### src/rtl/fir_pkg.sv
// Shared FIR definitions: state encoding, accumulator sizing,
// and the round/saturate helpers used by the filter blocks.
package fir_pkg;

  typedef enum logic [1:0] {
    IDLE = 2'd0,
    MAC  = 2'd1,
    OUT  = 2'd2
  } state_e;

  function automatic int acc_width(
    input int dw,
    input int cw,
    input int taps
  );
    return dw + cw + $clog2(taps);
  endfunction

  // Round half up: add half an LSB of the result before shifting.
  function automatic logic signed [63:0] round_shift(
    input logic signed [63:0] v,
    input int                 sh
  );
    if (sh <= 0) return v;
    return (v + (64'sd1 <<< (sh - 1))) >>> sh;
  endfunction

  function automatic logic signed [63:0] saturate(
    input logic signed [63:0] v,
    input int                 w
  );
    logic signed [63:0] hi;
    logic signed [63:0] lo;
    hi = (64'sd1 <<< (w - 1)) - 64'sd1;
    lo = -(64'sd1 <<< (w - 1));
    if (v > hi) return hi;
    if (v < lo) return lo;
    return v;
  endfunction

endpackage

### src/rtl/fir_mac_unit.sv
// Signed multiply-accumulate with clear/enable and a
// combinational round/saturate view of the next accumulator value.
module fir_mac_unit
  import fir_pkg::*;
#(
  parameter int DATA_W = 8,
  parameter int COEF_W = 8,
  parameter int ACC_W  = 19,
  parameter int OUT_W  = 16,
  parameter int SHIFT  = 0
) (
  input  logic                     clk,
  input  logic                     reset_n,
  input  logic                     clr_i,
  input  logic                     en_i,
  input  logic signed [DATA_W-1:0] a_i,
  input  logic signed [COEF_W-1:0] b_i,
  output logic signed [OUT_W-1:0]  res_o
);

  logic signed [DATA_W+COEF_W-1:0] prod;
  logic signed [ACC_W-1:0]         acc_q;
  logic signed [ACC_W-1:0]         acc_d;

  assign prod = a_i * b_i;

  always_comb begin
    acc_d = acc_q;
    unique case (1'b1)
      clr_i:   acc_d = '0;
      en_i:    acc_d = acc_q + ACC_W'(prod);
      default: acc_d = acc_q;
    endcase
  end

  always_ff @(posedge clk or negedge reset_n) begin
    if (!reset_n) acc_q <= '0;
    else          acc_q <= acc_d;
  end

  // Taken from acc_d so the final product is included on the last MAC edge.
  assign res_o = OUT_W'(saturate(round_shift(64'(acc_d), SHIFT), OUT_W));

endmodule

### src/rtl/fir_filter_mac.sv
// Time-multiplexed signed FIR: one shared multiplier, TAPS
// cycles per sample, programmable coefficients, valid/ready.
module fir_filter_mac
  import fir_pkg::*;
#(
  parameter int DATA_W   = 8,
  parameter int COEF_W   = 8,
  parameter int TAPS     = 8,
  parameter int OUT_W    = 16,
  parameter int SHIFT    = 0,
  parameter int COEF_RST = 1
) (
  input  logic                      clk,
  input  logic                      reset_n,
  input  logic                      in_valid,
  output logic                      in_ready,
  input  logic signed [DATA_W-1:0]  in_data,
  input  logic                      coef_we,
  input  logic [$clog2(TAPS)-1:0]   coef_addr,
  input  logic signed [COEF_W-1:0]  coef_wdata,
  output logic                      coef_err,
  output logic                      out_valid,
  input  logic                      out_ready,
  output logic signed [OUT_W-1:0]   out_data,
  output logic                      busy
);

  localparam int ACC_W = acc_width(DATA_W, COEF_W, TAPS);
  localparam int AW    = $clog2(TAPS);

  state_e                    state_q, state_d;
  logic signed [DATA_W-1:0]  x_q    [TAPS];
  logic signed [COEF_W-1:0]  coef_q [TAPS];
  logic [AW-1:0]             k_q;
  logic signed [OUT_W-1:0]   out_q;
  logic signed [OUT_W-1:0]   res;
  logic                      err_q;
  logic                      accept;
  logic                      mac_en;
  logic                      last;
  logic                      in_range;
  logic                      wr_ok;

  assign accept   = in_valid && (state_q == IDLE);
  assign mac_en   = (state_q == MAC);
  assign last     = mac_en && (k_q == AW'(TAPS - 1));
  assign in_range = 32'(coef_addr) < 32'(TAPS);
  assign wr_ok    = coef_we && in_range && !mac_en;

  always_comb begin
    state_d = state_q;
    unique case (state_q)
      IDLE:    if (accept) state_d = MAC;
      MAC:     if (last) state_d = OUT;
      OUT:     if (out_ready) state_d = IDLE;
      default: state_d = IDLE;
    endcase
  end

  always_ff @(posedge clk or negedge reset_n) begin
    if (!reset_n) state_q <= IDLE;
    else          state_q <= state_d;
  end

  always_ff @(posedge clk or negedge reset_n) begin
    if (!reset_n) begin
      for (int i = 0; i < TAPS; i++) x_q[i] <= '0;
    end else if (accept) begin
      x_q[0] <= in_data;
      for (int i = 1; i < TAPS; i++) x_q[i] <= x_q[i-1];
    end
  end

  always_ff @(posedge clk or negedge reset_n) begin
    if (!reset_n) begin
      for (int i = 0; i < TAPS; i++) coef_q[i] <= COEF_W'(COEF_RST);
    end else if (wr_ok) begin
      coef_q[coef_addr] <= coef_wdata;
    end
  end

  // k parks on the last tap so the operand mux never leaves the array.
  always_ff @(posedge clk or negedge reset_n) begin
    if (!reset_n) begin
      k_q   <= '0;
      out_q <= '0;
      err_q <= 1'b0;
    end else begin
      err_q <= coef_we && !wr_ok;
      if (accept)      k_q <= '0;
      else if (mac_en && !last) k_q <= k_q + 1'b1;
      if (last) out_q <= res;
    end
  end

  fir_mac_unit #(
    .DATA_W (DATA_W),
    .COEF_W (COEF_W),
    .ACC_W  (ACC_W),
    .OUT_W  (OUT_W),
    .SHIFT  (SHIFT)
  ) u_mac (
    .clk     (clk),
    .reset_n (reset_n),
    .clr_i   (accept),
    .en_i    (mac_en),
    .a_i     (x_q[k_q]),
    .b_i     (coef_q[k_q]),
    .res_o   (res)
  );

  assign in_ready  = (state_q == IDLE);
  assign out_valid = (state_q == OUT);
  assign busy      = (state_q == MAC) || (state_q == OUT);
  assign out_data  = out_q;
  assign coef_err  = err_q;

endmodule

### config.mk
export PLATFORM = sky130hd
export DESIGN_NAME = fir_filter_mac
export DESIGN_NICKNAME = d
export VERILOG_FILES = /design/src/rtl/fir_pkg.sv /design/src/rtl/fir_mac_unit.sv /design/src/rtl/fir_filter_mac.sv
export SDC_FILE = /design/constraint.sdc
export NUM_CORES = 1
export LEC_CHECK = 0
export BUFFER_PORTS_ARGS = -buffer_cell sky130_fd_sc_hd__buf_2
export CAP_MARGIN = 30
export CORE_UTILIZATION = 40
export DETAILED_ROUTE_END_ITERATION = 7
export GPL_ROUTABILITY_DRIVEN = 1
export PLACE_DENSITY_LB_ADDON = 0.05
export SYNTH_ARGS = -nofsm -noshare
export SYNTH_HDL_FRONTEND = slang
export SYNTH_SLANG_ARGS = --single-unit
export TNS_END_PERCENT = 1
### constraint.sdc
create_clock -name clk -period 10.6 [get_ports clk]
set_input_delay 0.53 -clock clk [delete_from_list [all_inputs] [get_ports clk]]
set_output_delay 0.53 -clock clk [all_outputs]
set_load 0.03 [all_outputs]
Word-level counts from Yosys, hierarchy flattened --
Index checks and enable logic that the tools add are counted. Widths: inputs -> output; s select.
Word-level totals: flip-flop bits (word level) 169, input port bits 24, output and inout bits 20, word-level logic and storage cells 73
Cells by class: $add $sub $neg 2, multiply operators 1, order comparisons 5, equality and inequality tests 6, mux-type cells 23, bitwise gates (word level) 2, reductions and logical operators 13
Operator list (number):
- $bwmux 64 | 1
- $mux 16 | 4
- $bmux 8 s3 | 2
- $mux 8 | 5
- $pmux 19 s2 | 1
- $demux 8 s3 | 1
- $add 19x16->19 | 1
- $gt 19x16->1 const B | 1
- $lt 19x16->1 const B | 1
- $mul 8x8->16 | 1
- $ge 4x4->1 const B | 2
- $not 3->4 | 2
- $logic_and 1x1->1 | 6
- $mux 2 | 3
- $mux 3 | 2
- $ne 2x1->1 const B | 3
- $pmux 2 s3 | 1
- $lt 4x1->1 const B | 1
- $add 3x1->3 const B | 1
- $eq 3x3->1 const B | 1
- $logic_not 1->1 | 3
- $mux 1 | 3
- $reduce_and 3->1 | 1
- $eq 2x1->1 const B | 1
- other kinds (4) | 4

Depth between registers and ports, before layout --
Gate-level depths: netlist of run 1.
depth after elaboration 12, mapped depth 24, depth with buffers taken out 21

Cells and area by module --
Synthesis of run 1 repeated with hierarchy kept, for this count alone.
Unflattened totals: cells, all modules 894, area total of the unflattened synthesis 11443.5 um^2
Modules (own cells, without submodules):
- fir_filter_mac | instances 1, cells an instance 401, area each 6779.0 um^2, sequential area each 3763.6 um^2
- fir_mac_unit | instances 1, cells an instance 493, area each 4664.5 um^2, sequential area each 475.5 um^2

Worst setup path after synthesis of run 1 --
No wires, ideal clock.
path type register to register, from register k_q[0], to register out_q[10] (netlist: out_data[10]), library setup time 0.129 ns, arrival 7.652 ns, data required time 10.471 ns, slack 2.819 ns, stages on the path, launching flop included 23, path through dfrtp_1 -> clkbuf_1 -> buf_1 -> mux4_2 -> mux2_2 -> nor2b_1 -> inv_1 -> fa_1 -> inv_1 -> fa_1 -> fa_1 -> fa_1 -> fa_1 -> ha_1 -> and3_1 -> a221oi_2 -> nand4b_1 -> nand3_1 -> a31o_2 -> or4_4 -> a21oi_4 -> buf_6 -> o22ai_1
On the way: word-level cells in the longest chain between the ends 12
Ends and longest elaborated chain:
- from (decl) | RTL line fir_filter_mac.sv:34 | logic [AW-1:0] k_q;
- from (signal assigned) | RTL line fir_filter_mac.sv:91 | else if (mac_en && !last) k_q <= k_q + 1'b1;
- $not 3->4 (not written as such) * | RTL line fir_filter_mac.sv:107, fir_filter_mac.sv:108
- $bmux 8 s3 (on tied branches) | RTL line fir_filter_mac.sv:107, fir_filter_mac.sv:108
- $mux 8 (on tied branches) (2 in a row) | RTL line fir_filter_mac.sv:107, fir_filter_mac.sv:108
- $mul 8x8->16 * | RTL line fir_mac_unit.sv:25 | assign prod = a_i * b_i;
- $add 19x16->19 * | RTL line fir_mac_unit.sv:31 | en_i: acc_d = acc_q + ACC_W'(prod);
- $pmux 19 s2 * | RTL line fir_mac_unit.sv:29 | unique case (1'b1)
- named net u_mac.acc_d[16] | RTL line fir_mac_unit.sv:23 | logic signed [ACC_W-1:0] acc_d;
- $lt 19x16->1 | RTL line fir_pkg.sv:37 | if (v < lo) return lo;
- $mux 1 (2 in a row) | RTL line fir_pkg.sv:37
- $mux 16 | RTL line fir_pkg.sv:38 | return v;
- $mux 16 * | RTL line fir_pkg.sv:37
- to (signal assigned) | RTL line fir_filter_mac.sv:92 | if (last) out_q <= res;
- to (decl) | RTL line fir_filter_mac.sv:35 | logic signed [OUT_W-1:0] out_q;
The timed path passes the listed nets; every way through them passes the cells marked *. The select of a mux whose other input is x is not followed. A chain may end at the register's enable or synchronous reset.

Worst setup path in the final report of run 1 --
from register k_q[0], to register out_q[1] (netlist: out_data[1])
Same word-level chain as after synthesis.

==> key figures, run 1 <==
Clock network
  – TritonCTS clock tree: built
  – Root Driver: clkbuf_16
  – Worst-Skew Late Latency: 0.44 ns
  – Clock Sinks: around 170
  – CTS clk-pin slew, worst paths: approximately 0.08 ns
  – Post-cts sizing count: 0
  – CTS Hold Bufs: 0
  – # H-tree levels: 4
  – Clock tree buffer depth: 2
  – Total CTS buffers: 17
  – Post-CTS Setup Inserts: 0

Routing
  – 1st-iter DRT viols: 340
  – Via count: 6614
  – Drt wl/cell: between 15 and 20 um
  – Detail Route Antenna Nets: 0
  – Post-route DRC: 0
  – Final wirelength: 23800 um
  – Drt via density: approximately 5.2
  – Drt first pass iters: 4

Worst setup path
  – CP Data Required Time: 10.89 ns
  – Setup crit end kind: flip-flop
  – Critical Path AT: approximately 8.4 ns
  – Worst path slowest cell: dfrtp_2
  – Crit path top cell by count: fa_1
  – WS Path Type: flip-flop to flip-flop
  – CP max FO: 20
  – Reg2reg setup slack: 2.45 ns
  – CP max stage delay: 0.69 ns
  – R2R Path End: out_data[1]$_DFFE_PN0P_
  – R2R cell count: 20
  – Crit. Startpoint: k_q[0]$_DFFE_PN0P_
  – RR Startpoint: k_q[0]$_DFFE_PN0P_
  – Setup crit start kind: flip-flop
  – Worst Setup EP: out_data[1]$_DFFE_PN0P_
  – CP Cell Sequence: buf_4 > mux4_2 > mux2i_1 > nor2_1 > fa_1 > inv_1 > fa_1 > inv_1 > fa_1 > fa_1 > ha_1 > ha_1 > a21oi_1 > nand2_1 > nor3_1 > nor2_1 > a311o_2 > or4_4 > a21oi_4 > o22ai_1

GRT
  – GR Util All Layers: 18.5%
  – Largest net degree at the start of global routing: 97
  – Initial antenna violation count: 1
  – First-pass GRT wire length: 40200 um
  – Grt ovf: 0
  – Vias in the first global route: 7460

Timing
  – Final hold vios: 0
  – Tcrit/Tclk final: 76.9%
  – Final setup fails: 0
  – RSZ-0062 raised after global routing: no
  – Fmax: 0.123 GHz
  – Fin Hold WS: 0.198 ns
  – TNS Setup: 0 ns
  – Skew final: 0.0231 ns
  – Slew HR: between 30% and 40%
  – Tmin final: ~8 ns
  – Worst Tran Pin Value: slightly above 0.9 ns
  – Fin. max-slew vios: 0

Die
  – Initial core utilization: 40.7%
  – Chip Height: 167 um
  – Die Width: 167 um
  – # rows: 60
  – Core region area: 0.0269 mm2
  – Ports: 44
  – Die area: between 0.02 and 0.03 mm2

Run
  – Max-Cap Viols: 0

Synth
  – Syn_nets: 1043
  – Largest cells by area after synthesis: dfrtp_1 37%, fa_1 15%, mux2_2 14%, mux4_2 6.6%, ha_1 5.6%
  – Syn avg cell area: 12.4 um2
  – Post-synth EDFFs: 0
  – Post-synth top area share: 36.8%
  – XOR/XNOR Fraction of Synth Area: under 10%
  – Post-synth cell types: 50
  – Syn. warnings: 0
  – Compound-Gate Fraction of Synth Area: 4.80%
  – Cell count after synthesis: 886
  – Main combinational cell family by area after synthesis: multiplexers
  – Mapped Area: 0.0109 mm2
  – Predominant post-synthesis flop cell: dfrtp_1
  – Mux contribution to synthesized area: 22.1%
  – #FFs+latches synth: about 170
  – Post-synthesis simple-gate area fraction: 6.89%
  – Adder-cell area share of the yosys netlist: between 20% and 30%
  – Register area share after synthesis: about two fifths
  – FFs w/ async S/R, synth: 100%
  – Synth area leader: dfrtp_1

Finish
  – Final instance count without filler cells: roughly 1300
  – Nets: ~1100
  – Synthesis-to-finish area growth: 11.5%
  – Commonest non-fill, non-tap cells in the layout: 160 x dfrtp_1, 133 x mux2_2, 98 x inv_1, 84 x fa_1, 65 x nor2_1
  – Share of cells above drive strength 1: slightly below 30%
  – FILL cells: ~2500
  – Most common cell after layout, fill and taps aside: dfrtp_1
  – Inserted Diodes: 0

Placement
  – Post-detail-place hpwl: 17300 um
  – GPL Wtd Cong: 0.774
  – Buffers on Ports: 43
  – Cell count after placement: 1249

Worst hold path
  – Hold Crit Class: input pin to async pin

Run status
  – Status: finished, final reports clean
-- cell families (layout without fill, tap and decap cells) --
family	count (synthesis)	count (layout)
simple gates	165	165
compound gates	84	84
buf+inv	130	186
fa+ha+maj	133	133
mux	185	185
xor+xnor	20	20
flops	169	169
-- registers in the layout, indices dropped and copies added, names as in the netlist --
name         cells
coef_err         1
x_q             64
coef_q          64
k_q              3
out_data        16
state_q          2
u_mac.acc_q     19
-- metrics by stage --
stage                     instance area (um2)  worst slack [ns]  utilization [%]
after floorplan                         10900              2.82                -
after global placement                  11500              2.54             42.9
after detailed placement                11500              2.35             42.9
after CTS                               12200              2.34             45.3
after global routing                    12200              1.92             45.4
final                                   12200              2.45             45.4
-- worst min-delay path by stage --
stage                                        start                  endpoint  slack (ns)
final                                      reset_n   out_data[0]$_DFFE_PN0P_        0.20
after CTS                                  reset_n       x_q[45]$_DFFE_PN0P_        0.23
after detailed placement  out_data[15]$_DFFE_PN0P_  out_data[15]$_DFFE_PN0P_        0.48
after global routing                       reset_n   out_data[0]$_DFFE_PN0P_        0.27
after global placement    out_data[15]$_DFFE_PN0P_  out_data[15]$_DFFE_PN0P_        0.48
after floorplan                            reset_n        coef_err$_DFF_PN0_        0.23
-- routing by layer --
| metal | global-route usage (%) | part of all wire (%) |
|---|---|---|
| met1 | 25.4 | 48 |
| met2 | 30.6 | 49 |
| met3 | 2.98 | 2.0 |
| met4 | 4.35 | 1.1 |
| met5 | 0 | 0.055 |
-- area by class of cell --
cell class / count / area [um2] / share of cell area (%)
multi-input combinational: 587 / 6190 / 50.7
sequential: 169 / 4240 / 34.7
tap: 341 / 427 / 3.50
clock buffer: 17 / 425 / 3.49
inverter: 98 / 368 / 3.01
timing repair buffer: 56 / 339 / 2.78
clock inverter: 15 / 218 / 1.78
-- worst max-delay path: cells and delay by family (launching register included) --
| family | cells | cell delay [ns] |
|---|---|---|
| and+or+nand+nor | 5 | 1.18 |
| DFF | 1 | 0.69 |
| muxes | 2 | 1.20 |
| buffers and inverters | 3 | 0.68 |
| adders and majority gates | 6 | 2.84 |
| AOI/OAI and AO/OA | 4 | 1.36 |
-- synthesized netlist by cell type, types with 2 or more instances --
library cell and instances:
or2_2 3, a21o_1 2, nand3b_1 3, clkbuf_8 4, nor2b_1 10, nor2_1 65
a311o_2 2, o21a_1 2, clkbuf_1 20, o21ai_0 34, nor3_1 3, fa_1 84
nor3b_1 4, xor2_1 4, nand3_1 5, inv_1 98, buf_1 5, a21o_2 2
mux2i_1 20, a21oi_1 14, nand2b_1 13, and2_1 3, mux2_2 133, nand2_1 50
ha_1 49, a31o_2 2, o22ai_1 15, xnor2_1 16, dfrtp_1 161, a31oi_1 2
mux4_2 32, dfstp_2 8
Power of run 1 is left out: the tool's default activity adds up to more than one toggle a clock period on the data nets, which glitch-free logic cannot reach.
==> inputs of run 2 (changes only) <==
--- a/config.mk
+++ b/config.mk
@@ -5,6 +5,7 @@
 export SDC_FILE = /design/constraint.sdc
 export NUM_CORES = 1
 export LEC_CHECK = 0
+export ABC_AREA = 1
 export BUFFER_PORTS_ARGS = -buffer_cell sky130_fd_sc_hd__buf_2
 export CAP_MARGIN = 30
 export CORE_UTILIZATION = 40
==> constraint.sdc (replaced) <==
create_clock -name clk -period 6.6 [get_ports clk]
set_input_delay 0.33 -clock clk [delete_from_list [all_inputs] [get_ports clk]]
set_output_delay 0.33 -clock clk [all_outputs]
set_load 0.03 [all_outputs]
==> run 2 against run 1 <==
  * Clock-buffer cell count rose by 2
  * Non-clock buffer count rose by 25
  * Synthesized cell count rose by 56%
  * Register-to-register slack got worse by 2.0 ns
  * Fmax rose by 33%
  * Final area rose by 3.5%
  * Clock skew fell by 0.0091 ns
  * Sequential cell count did not move
  * Via count rose by 32%
  * First-iteration DRC count rose by 89%
  * Wire length rose by 16%
  * Area after synthesis rose by 2.3%
==> key figures, run 2 <==
Routing
  – 1st-iter DRT viols: 641 (+89%)
  – Metal-1 WL: 13600 um (+18%)
  – Final wirelength: 27700 um (+16%)
  – Via count: 8717 (+32%)
  – Drt wl/cell: 15.3 um (-18%)
  – DR top layer: met4
  – Post-route DRC: 0 (unchanged)
  – Met3 WL: 1270 um (+170%)
  – Detail Route Antenna Nets: 0 (unchanged)
  – Drt first pass iters: 6 (+2)
  – Drt via density: 4.81 (-6.7%)
  – Routed wl met2: 12600 um (+8.8%)

Timing
  – Worst Tran Pin Value: 0.924 ns (-0.0000814 ns)
  – RSZ-0062 raised after global routing: no
  – Tcrit/Tclk final: 93.2% (+16 points)
  – TNS Setup: 0 ns (unchanged)
  – Fmax: 0.163 GHz (+33%)
  – Tmin final: 6.15 ns (-2.00 ns)
  – Skew final: 0.0140 ns (-0.00905 ns)
  – Final setup fails: 0 (unchanged)
  – Final hold vios: 0 (unchanged)
  – Fin. max-slew vios: 0 (unchanged)
  – Slew HR: 38.1% (+1.4 points)

Worst setup path
  – Buf+Inv Stages, Crit Path: 7 (+4)
  – Crit path depth: 31 (+55%)
  – Worst Setup EP: out_data[1]$_DFFE_PN0P_
  – CP max FO: 34 (+70%)
  – WS Path Type: flip-flop to flip-flop
  – CP max stage delay: 0.58 ns (-0.11 ns)
  – Crit path top cell by count: nand2_1
  – Setup crit start kind: flip-flop
  – Crit. Startpoint: k_q[0]$_DFFE_PN0P_
  – Critical Path AT: 6.48 ns (-1.96 ns)
  – R2R cell count: 31 (+55%)
  – Reg2reg setup slack: 0.45 ns (-2.00 ns)
  – CP Data Required Time: 6.93 ns (-3.96 ns)
  – Worst path slowest cell: fa_1
  – R2R Path End: out_data[1]$_DFFE_PN0P_
  – Setup crit end kind: flip-flop
  – RR Startpoint: k_q[0]$_DFFE_PN0P_
  – Delay-heaviest family, CP: adder cells

GRT
  – Largest net degree at the start of global routing: 96 (-1.0%)
  – Initial antenna violation count: 0 (-1)
  – GR Util All Layers: 20.7% (+2.3 points)
  – Grt ovf: 0 (unchanged)
  – Vias in the first global route: 8789 (+18%)
  – First-pass GRT wire length: 46300 um (+15%)

Clock network
  – Total CTS buffers: 17 (unchanged)
  – CTS clk-pin slew, worst paths: 0.07 ns (about the same)
  – Worst-Skew Late Latency: 0.44 ns (about the same)
  – # H-tree levels: 4 (unchanged)
  – Root Driver: clkbuf_16
  – TritonCTS clock tree: built
  – Clock Sinks: 169 (unchanged)
  – Clock tree buffer depth: 2 (unchanged)

Synth
  – Mapped Area: 0.0112 mm2 (+2.3%)
  – #FFs+latches synth: 169 (unchanged)
  – Post-synth top area share: 36.0% (-0.84 points)
  – FFs w/ async S/R, synth: 100% (unchanged)
  – Top-count cell post-synth: nand2_1
  – Predominant post-synthesis flop cell: dfrtp_1
  – Post-synth EDFFs: 0 (unchanged)
  – Syn_nets: 1538 (+47%)
  – Largest cells by area after synthesis: dfrtp_1 36%, fa_1 15%, nand2_1 11%, o21ai_0 9.0%, inv_1 7.7%
  – Commonest cells post-synth: 342 x nand2_1, 229 x inv_1, 201 x o21ai_0, 161 x dfrtp_1, 98 x nor2_1
  – Cell count after synthesis: 1381 (+56%)
  – Post-synth cell types: 37 (-26%)
  – Register area share after synthesis: 37.8% (-0.88 points)
  – Syn avg cell area: 8.11 um2 (-34%)
  – Synth area leader: dfrtp_1
  – Syn. warnings: 0 (unchanged)

Die
  – Die area: 0.0287 mm2 (+2.3%)
  – Core region area: 0.0272 mm2 (+1.1%)
  – Ports: 44 (unchanged)
  – Initial core utilization: 41.2% (+0.49 points)
  – # rows: 60 (unchanged)
  – Chip Height: 169 um (+1.1%)
  – Die Width: 169 um (+1.1%)

Finish
  – Synthesis-to-finish area growth: 12.8%
  – Nets: 1586 (+46%)
  – Regs by FF count: coef_q (64), x_q (64), u_mac.acc_q (19)
  – Share of cells above drive strength 1: 11.3% (-18 points)
  – Most common cell after layout, fill and taps aside: nand2_1
  – Commonest non-fill, non-tap cells in the layout: 340 x nand2_1, 223 x inv_1, 200 x o21ai_0, 160 x dfrtp_1, 96 x nor2_1
  – Inserted Diodes: 0 (unchanged)
  – FILL cells: 2821 (+15%)

Run
  – Max-Cap Viols: 0 (unchanged)

Placement
  – Post-detail-place hpwl: 19700 um (+14%)
  – Buffers on Ports: 43 (unchanged)
  – GPL Wtd Cong: 0.877 (+13%)

Run status
  – Status: finished, final reports clean

Worst hold path
  – Hold Crit Class: input pin to flip-flop
-- run 2: stage by stage --
| step | hold slack (ns) | cells | util, % | instance area [um2] | setup WS, ns |
|---|---|---|---|---|---|
| finish | 0.0973 | 1813 | 46.5 | 12600 | 0.451 |
| detailed placement | 0.341 | 1772 | 43.8 | 11900 | 0.162 |
| floorplan | 0.0344 | 1381 | - | 11200 | 0.107 |
| global route | 0.112 | 1813 | 46.5 | 12600 | 0.00647 |
| global placement | 0.344 | 1771 | 43.7 | 11900 | 0.123 |
| CTS | 0.0798 | 1804 | 45.9 | 12500 | 0.116 |
-- run 2: worst min-delay path by stage --
stage                           from                  end  cells past startpoint
after floorplan              reset_n   coef_err$_DFF_PN0_                      0
after global placement       reset_n  x_q[18]$_DFFE_PN0P_                      1
after detailed placement     reset_n  x_q[18]$_DFFE_PN0P_                      1
after CTS                 in_data[2]  x_q[58]$_DFFE_PN0P_                      3
after global routing      in_data[1]  x_q[57]$_DFFE_PN0P_                      3
final                     in_data[2]  x_q[58]$_DFFE_PN0P_                      3
-- run 2: repair_timing --
item                                   4_1_cts  5_1_grt
buffers inserted                             0        6
endpoints found under the hold margin       53        0
gates resized for setup                      0       25
setup endpoints to repair                    0       18
hold buffers                                 1        0
-- run 2: cell families after synthesis --
family / after synthesis / synth area share (%)
flops: 169 / 37.8
simple gates: 482 / 17.2
fa+ha+maj: 133 / 20.5
compound gates: 302 / 13.8
buf+inv: 287 / 10.0
xor+xnor: 8 / 0.625
-- run 2: worst min-delay path, cell delays in order --
cell and delay (ns):
buf_2 0.07, nand2_1 0.04, o21ai_0 0.05
-- run 2: routing by layer --
layer | track usage (%) | up-vias
met3 | 3.57 | 12
li1 | - | 4399
met1 | 29.5 | 4158
met5 | 0 | -
met2 | 32.9 | 148
met4 | 4.78 | 0
-- run 2: final cells by class --
class / count / area [um2] / area share [%]
Clock inverter: 12 / 119 / 0.941
Clock buffer: 19 / 443 / 3.51
Tap cell: 372 / 465 / 3.68
Timing Repair Buffer: 81 / 573 / 4.54
Sequential cell: 169 / 4240 / 33.6
Inverter: 234 / 897 / 7.10
Multi-Input combinational cell: 926 / 5900 / 46.7
Power of run 2 is left out for the same reason.
==> inputs of run 3 (changes only) <==
--- a/config.mk
+++ b/config.mk
@@ -5,7 +5,6 @@
 export SDC_FILE = /design/constraint.sdc
 export NUM_CORES = 1
 export LEC_CHECK = 0
-export ABC_AREA = 1
 export BUFFER_PORTS_ARGS = -buffer_cell sky130_fd_sc_hd__buf_2
 export CAP_MARGIN = 30
 export CORE_UTILIZATION = 40
==> run 3 against run 2 <==
  * The flow now finishes with violations (negative setup slack)
  * Worst hold slack improved by 0.023 ns
  * Sequential cell count unchanged
  * Register-to-register slack got worse by 0.63 ns
  * Wire length decreased by 8.4%
  * Utilization increased by 3.3 points
==> key figures, run 3 (synthesis results as in run 1) <==
Timing
  – RSZ-0062 raised after global routing: yes
  – Fin. max-slew vios: 0 (unchanged)
  – Final hold vios: 0 (unchanged)
  – Worst Setup Slack, final: -0.184 ns (-0.635 ns)
  – Final setup fails: 15 (+15)
  – Slew HR: 30.3% (-7.8 points)
  – Tmin final: 6.78 ns (+0.635 ns)
  – Fin Hold WS: 0.121 ns (+0.0235 ns)
  – Worst Tran Pin Value: 1.04 ns (+0.120 ns)
  – Fmax: 0.147 GHz (-9.4%)
  – Skew final: 0.0191 ns (+0.00510 ns)
  – Tcrit/Tclk final: 103% (+9.6 points)

GRT
  – Met1 Use GR: 25.2% (-4.3 points)
  – Vias in the first global route: 7555 (-14%)
  – Grt met2 use: 32.4% (-0.42 points)
  – First-pass GRT wire length: 40800 um (-12%)
  – Grt ovf: 0 (unchanged)
  – Gr busiest metal: met2
  – Initial antenna violation count: 2 (+2)
  – GR Util All Layers: 18.9% (-1.8 points)
  – Largest net degree at the start of global routing: 81 (-16%)
  – Met3 global-route usage: 2.69% (-0.87 points)

Die
  – # rows: 60 (unchanged)
  – Core region area: 0.0269 mm2 (-1.1%)
  – Die Width: 167 um (-1.1%)
  – Initial core utilization: 40.7% (-0.49 points)
  – Ports: 44 (unchanged)
  – Chip Height: 167 um (-1.1%)
  – Die area: 0.0280 mm2 (-2.2%)

Clock network
  – Root Driver: clkbuf_16
  – TritonCTS clock tree: built
  – Clock tree buffer depth: 2 (unchanged)
  – CTS clk-pin slew, worst paths: 0.08 ns (about the same)
  – Total CTS buffers: 17 (unchanged)
  – Worst-Skew Late Latency: 0.44 ns (about the same)
  – Clock Sinks: 169 (unchanged)
  – # H-tree levels: 4 (unchanged)

Worst setup path
  – Setup crit start kind: flip-flop
  – CP Data Required Time: 6.90 ns (-0.03 ns)
  – R2R Path End: out_data[10]$_DFFE_PN0P_
  – CP max FO: 8 (-76%)
  – Buf+Inv Stages, Crit Path: 5 (-2)
  – R2R cell count: 22 (-29%)
  – RR Startpoint: k_q[0]$_DFFE_PN0P_
  – Setup crit end kind: flip-flop
  – Delay-heaviest family, CP: adder cells
  – Critical Path AT: 7.09 ns (+0.61 ns)
  – CP Cell Sequence: buf_12 > mux4_2 > mux2i_4 > buf_6 > nor2_1 > fa_1 > inv_1 > fa_1 > inv_1 > fa_1 > fa_1 > fa_1 > ha_4 > and3_4 > a221oi_4 > nand4b_1 > a21o_2 > a31o_2 > or4_4 > a21oi_4 > clkbuf_16 > o22ai_1
  – Crit path top cell by count: fa_1
  – WS Path Type: flip-flop to flip-flop
  – CP max stage delay: 0.56 ns (-0.02 ns)
  – Worst path slowest cell: or4_4
  – Reg2reg setup slack: -0.18 ns (-0.63 ns)

Placement
  – Buffers on Ports: 43 (unchanged)
  – GPL Wtd Cong: 0.801 (-8.7%)
  – Post-detail-place hpwl: 18800 um (-4.6%)
  – Worst slack, placed: -0.203 ns (-0.365 ns)

Finish
  – Nets: 1176 (-26%)
  – Util after Layout: 49.8% (+3.3 points)
  – Share of cells above drive strength 1: 39.8% (+29 points)
  – Register area: 0.00424 mm2 (unchanged)
  – Commonest non-fill, non-tap cells in the layout: 160 x dfrtp_1, 132 x mux2_2, 95 x inv_1, 84 x buf_4, 78 x fa_1
  – FILL cells: 2383 (-16%)
  – Most common cell after layout, fill and taps aside: dfrtp_1
  – Regs by FF count: coef_q (64), x_q (64), u_mac.acc_q (19)
  – Multi-input gate area: 0.00652 mm2 (+11%)
  – Synthesis-to-finish area growth: 22.2%

Run status
  – Failing checks: negative setup slack
  – Status: finished, violations left

Worst hold path
  – Hold Crit Class: input pin to flip-flop
  – Min-delay src: in_data[0]
  – Hold path endpoint: x_q[56]$_DFFE_PN0P_
  – Hold path cells: 2 (-1)

Routing
  – Drt via density: 5.11 (+6.2%)
  – Detail Route Antenna Nets: 0 (unchanged)
  – 1st-iter DRT viols: 304 (-53%)
  – Final wirelength: 25400 um (-8.4%)
  – Drt wl/cell: 18.5 um (+21%)
  – Drt first pass iters: 4 (-2)
  – Post-route DRC: 0 (unchanged)
  – Via count: 7019 (-19%)

Run
  – Max-Cap Viols: 0 (unchanged)
## run 3: worst max path at each step
stage / from / slack, ns / cells past startpoint / to
2_1_floorplan: k_q[0]$_DFFE_PN0P_ / 0.009 / 22 / out_data[10]$_DFFE_PN0P_
3_3_place_gp: k_q[0]$_DFFE_PN0P_ / -0.14 / 23 / out_data[0]$_DFFE_PN0P_
3_5_place_dp: k_q[0]$_DFFE_PN0P_ / -0.20 / 22 / out_data[3]$_DFFE_PN0P_
4_1_cts: k_q[0]$_DFFE_PN0P_ / -0.21 / 21 / out_data[3]$_DFFE_PN0P_
5_1_grt: k_q[0]$_DFFE_PN0P_ / -0.35 / 24 / out_data[2]$_DFFE_PN0P_
6_report: k_q[0]$_DFFE_PN0P_ / -0.18 / 22 / out_data[10]$_DFFE_PN0P_
## run 3: area by class of cell
class,instances,area share (%)
timing repair buffer,146,9.00
inverter,98,2.75
clock buffer,18,3.28
tap,341,3.19
multi-input combinational,587,48.8
sequential,169,31.7
antenna,1,0.0187
clock inverter,14,1.31
## run 3: through the flow
step	area, um2	instances	setup TNS (ns)
floorplan	11100	886	0
global placement	12300	1318	-1.90
detailed placement	12300	1319	-2.67
CTS	13000	1354	-2.87
global route	13400	1373	-4.99
finish	13400	1374	-2.36
## run 3: layer usage
metal / part of all wire (%) / vias to the layer above
met4: 0.90 / 2
met3: 1.7 / 16
li1: - / 3281
met5: 0.043 / -
met1: 47 / 3666
met2: 51 / 54
## run 3: what timing repair did
action / CTS / global route
endpoints found under the setup margin: 15 / 16
pin swaps: 3 / 28
hold buffers: 1 / 0
gates resized for setup: 3 / 36
endpoints found under the hold margin: 33 / 0
cloned: 0 / 1
setup buffers: 2 / 18
Power of run 3 is left out for the same reason.
